### config.mk
export PLATFORM = sky130hd
export DESIGN_NAME = regfile_wb_scheduler
export DESIGN_NICKNAME = d
export VERILOG_FILES = /design/src/rtl/regfile_wb_scheduler.sv
export SDC_FILE = /design/constraint.sdc
export NUM_CORES = 1
export LEC_CHECK = 0
export BUFFER_PORTS_ARGS = -buffer_cell sky130_fd_sc_hd__buf_2
export CORE_AREA = 3 3 115 62
export CTS_CLUSTER_SIZE = 30
export DETAILED_ROUTE_END_ITERATION = 6
export DIE_AREA = 0 0 118 65
export PLACE_DENSITY = 0.72
export SYNTH_ARGS = -nofsm -noshare
export SYNTH_HDL_FRONTEND = slang
export SYNTH_SLANG_ARGS = --single-unit
### constraint.sdc
create_clock -name clk -period 1.75 [get_ports clk]
set_clock_uncertainty 0.1 [all_clocks]
set_input_delay 0.175 -clock clk [delete_from_list [all_inputs] [get_ports clk]]
set_output_delay 0.175 -clock clk [all_outputs]
set_load 0.01 [all_outputs]
### src/rtl/regfile_wb_scheduler.sv
// regfile_wb_scheduler: arbitrates ALU/load writebacks onto the register file write port
// and tracks pending writes so the issue stage can stall on RAW/WAW hazards.
module regfile_wb_scheduler #(
    parameter int DATA_W     = 32,
    parameter int ADDR_W     = 4,
    parameter int NREGS      = 16,
    parameter int STARVE_MAX = 3
) (
    input  logic              clk,
    input  logic              rst_n,
    input  logic              alu_valid,
    output logic              alu_ready,
    input  logic [ADDR_W-1:0] alu_rd,
    input  logic [DATA_W-1:0] alu_data,
    input  logic              mem_valid,
    output logic              mem_ready,
    input  logic [ADDR_W-1:0] mem_rd,
    input  logic [DATA_W-1:0] mem_data,
    input  logic              issue_valid,
    input  logic [ADDR_W-1:0] issue_rd,
    input  logic [ADDR_W-1:0] issue_ra,
    input  logic [ADDR_W-1:0] issue_rb,
    output logic              issue_stall,
    output logic [ADDR_W-1:0] write_Rd,
    output logic [DATA_W-1:0] write_data,
    output logic [NREGS-1:0]  busy
);
    localparam int SW = $clog2(STARVE_MAX + 1);
    localparam logic [SW-1:0] SMAX = SW'(STARVE_MAX);

    logic [SW-1:0]     starve_q, starve_d;
    logic [ADDR_W-1:0] write_rd_q, write_rd_d;
    logic [DATA_W-1:0] write_data_q, write_data_d;
    logic [NREGS-1:0]  busy_q, busy_d;
    logic              alu_grant, mem_grant;

    always_comb begin
        alu_grant   = rst_n && alu_valid && (!mem_valid || starve_q == SMAX);
        mem_grant   = rst_n && mem_valid && !alu_grant;
        alu_ready   = alu_grant;
        mem_ready   = mem_grant;
        issue_stall = !rst_n || (issue_valid &&
                      (busy_q[issue_ra] || busy_q[issue_rb] || busy_q[issue_rd]));
    end

    always_comb begin
        starve_d     = (!alu_valid || alu_grant) ? '0 :
                       (starve_q == SMAX ? SMAX : starve_q + SW'(1));
        write_rd_d   = alu_grant ? alu_rd : (mem_grant ? mem_rd : '0);
        write_data_d = alu_grant ? alu_data : (mem_grant ? mem_data : '0);
        busy_d       = busy_q;
        // Commit clear first so a same-edge issue to that register keeps it busy.
        if (write_rd_q != '0)
            busy_d[write_rd_q] = 1'b0;
        if (issue_valid && !issue_stall && issue_rd != '0)
            busy_d[issue_rd] = 1'b1;
        busy_d[0] = 1'b0;
    end

    always_ff @(posedge clk) begin
        if (!rst_n) begin
            starve_q     <= '0;
            write_rd_q   <= '0;
            write_data_q <= '0;
            busy_q       <= '0;
        end else begin
            starve_q     <= starve_d;
            write_rd_q   <= write_rd_d;
            write_data_q <= write_data_d;
            busy_q       <= busy_d;
        end
    end

    assign write_Rd   = write_rd_q;
    assign write_data = write_data_q;
    assign busy       = busy_q;
endmodule
==> run metrics <==
status finished with violations; failing checks negative setup slack; Max clock buf depth 2; Worst Hold Launch mem_data[19]; vias in the first global route 2524; number of port buffers 142; CP max stage cell o32a_1; total power draw 2.71 mW; core area 6080 um^2; Worst-path clk slew 0.06 ns; CTS tree yes; mux share of post-synthesis cell area 10.8%; pin slew with the least headroom to its limit 0.641 ns; ys async rst share 0%; Post-Synth Adder-Cell Area 0%; syn nets 301; initial antenna violation count 0; first-pass GRT wire length 12300 um; Worst R2R Start busy[14]$_SDFF_PN0_; clock root buffer clkbuf_16; Vias/cell 5.18; CTS Buf Count 5; largest family of logic cells by synthesized area compound AO/OA/AOI/OAI gates; Synth Warn # 0; Post-Synth XOR/XNOR Area 0.370%; EDFF count, synth 0; Post-Place Setup Slack -0.249 ns; initial DRC count 179; drt wl/cell 16.1 um; Slew Viols, Final 0; vias 2464; Worst Setup SP busy[1]$_SDFF_PN0_; GR Util All Layers 19.8%; drt first pass iters 4; Post-Route WL 7650 um; VDD IR-drop max 0.410 mV; Synth Area in Compound Gates 31.0%; number of diodes 0; final worst-path cycle share 123%; syn_area_per_cell 11.2 um^2; highest-count cells in the layout ignoring fill and taps buf_2, dfxtp_1, a22o_1, buf_4, nand2_1; Post-Syn Instances 212; worst hold path type in2reg; Antenna Nets Post-Route 0; Netlist cell types 37; Rel. slew slack 56.7%; maximum number of pins on one net before global-route repair 38; Synth-to-Final Area Change 56.2%; critical path class reg2out; Initial Util 39.0%; total congestion overflow 0; setup TNS -1.36 ns; simple-gate share of the synthesized area 9.19%; Post-DP HPWL 6010 um; RD Place Congestion 0.871; DRC 0; RSZ-0062 raised after global routing yes; Hold EP write_data[19]$_SDFF_PN0_; sequential share of the synthesized area 44.8%; Syn Std Cell Area 2370 um^2; Finish-stage setup viols 16; flop-to-flop setup slack -0.09 ns; Yosys reg bits 53; endpoint class of the critical path primary output; Buffers & Inverters on Critical Path 2; Fmax 464 MHz; NumNets Final 477; ratio of cells with drive above 1 in the final layout 60.3%; pwr dens 733 nW/um^2; clk_lat worst skew 0.28 ns; Worst Reg-to-Reg Cells 6; Num Clock Sinks 53; Slowest Stage Delay on Critical Path 0.36 ns; most common cell after layout, fill and taps aside buf_2; minimum clock period 2.16 ns; DIE HEIGHT 65 um; Final Hold Violating Endpoints 0; static leakage 1.76 nW; final worst setup slack -0.405 ns; RR Endpoint busy[12]$_SDFF_PN0_; die area 7670 um^2; CP startpoint kind register; # Max-Cap Violations 0; worst path cell trace buf_4 -> mux2_2 -> a22oi_1 -> o22ai_1 -> o32a_1 -> buf_2; Primary FF master, synth dfxtp_1; Hold Crit Depth 2; Die Width 118 um; htree depth 2; CP Max Fanout 3; CP top delay family compound AO/OA/AOI/OAI gates; row cnt 20; CP required 1.47 ns; critical path arrival 1.88 ns; # IOs 144
==> layer usage <==
| layer | wire length (um) | up-vias | GRT usage (%) |
|---|---|---|---|
| li1 | - | 1182 | - |
| met1 | 2950 | 1161 | 21.8 |
| met2 | 4040 | 109 | 37.8 |
| met3 | 507 | 12 | 4.45 |
| met4 | 153 | 0 | 7.59 |
| met5 | 0 | - | 0 |
==> power by group <==
part / total [mW] / switching (mW) / internal, mW / leakage (nW)
sequential: 1.29 / 0.0255 / 1.26 / 0.440
clock: 0.956 / 0.394 / 0.562 / 0.0700
combinational: 0.470 / 0.234 / 0.236 / 1.25
total: 2.71 / 0.653 / 2.06 / 1.76
==> flip-flops by register name (all words and copies together) (netlist names) <==
register / count
write_data: 32
busy: 15
write_Rd: 4
starve_q: 2
==> worst max-delay path by stage <==
| stage | slack, ns | end | cells past startpoint |
|---|---|---|---|
| final | -0.41 | issue_stall | 6 |
| after global placement | -0.21 | issue_stall | 6 |
| after global routing | -0.46 | issue_stall | 5 |
| after CTS | -0.40 | issue_stall | 5 |
| after detailed placement | -0.25 | issue_stall | 7 |
| after floorplan | -0.11 | issue_stall | 4 |
==> final cells by class <==
type                    instances  area, um^2
multi-input cells             141        1310
flip-flops and latches         53        1070
fillers                       513        2380
repair buffers                183        1050
inverters                       4        15.0
well taps                      88         110
clock buffers                   7         143
==> synth_stat cells, types with 3 or more instances <==
cell | n | area [um^2]
a22o_1 | 36 | 315
clkbuf_1 | 10 | 37.5
nand2_1 | 22 | 82.6
o311ai_0 | 6 | 52.6
mux4_1 | 3 | 78.8
o31ai_2 | 10 | 125
o211ai_1 | 9 | 67.6
inv_1 | 4 | 15.0
nor2_1 | 6 | 22.5
nand2b_1 | 4 | 25.0
a221oi_1 | 3 | 26.3
mux4_2 | 5 | 113
mux2_2 | 4 | 45.0
nor2b_1 | 6 | 37.5
dfxtp_1 | 53 | 1060
o31ai_1 | 6 | 45.0
==> logic make-up after synthesis <==
kind of cell / Yosys count
xor gates and xnor gates: 1
AOI/OAI and AO/OA: 79
buffers and inverters: 18
DFF: 53
and+or+nand+nor: 46
other: 1
muxes: 14
==> per-stage QoR <==
stage	instance area, um^2	utilization, %	hold WS [ns]	instances
2_1_floorplan	2370	-	0.201	212
4_1_cts	3680	60.6	0.000248	476
6_report	3700	60.8	0.00275	476
3_5_place_dp	3380	55.5	0.287	462
3_3_place_gp	3380	55.5	0.286	462
5_1_grt	3700	60.8	0.000643	476
==> what timing repair did <==
| item | in CTS | in global routing |
|---|---|---|
| pin swaps | 20 | 0 |
| endpoints found under the hold margin | 3 | 1 |
| setup buffers | 4 | 1 |
| hold buffers | 3 | 1 |
| gates cloned | 1 | 0 |
| endpoints found under the setup margin | 16 | 17 |
| gates resized for setup | 25 | 5 |
Power figures use the tool's default switching activity.
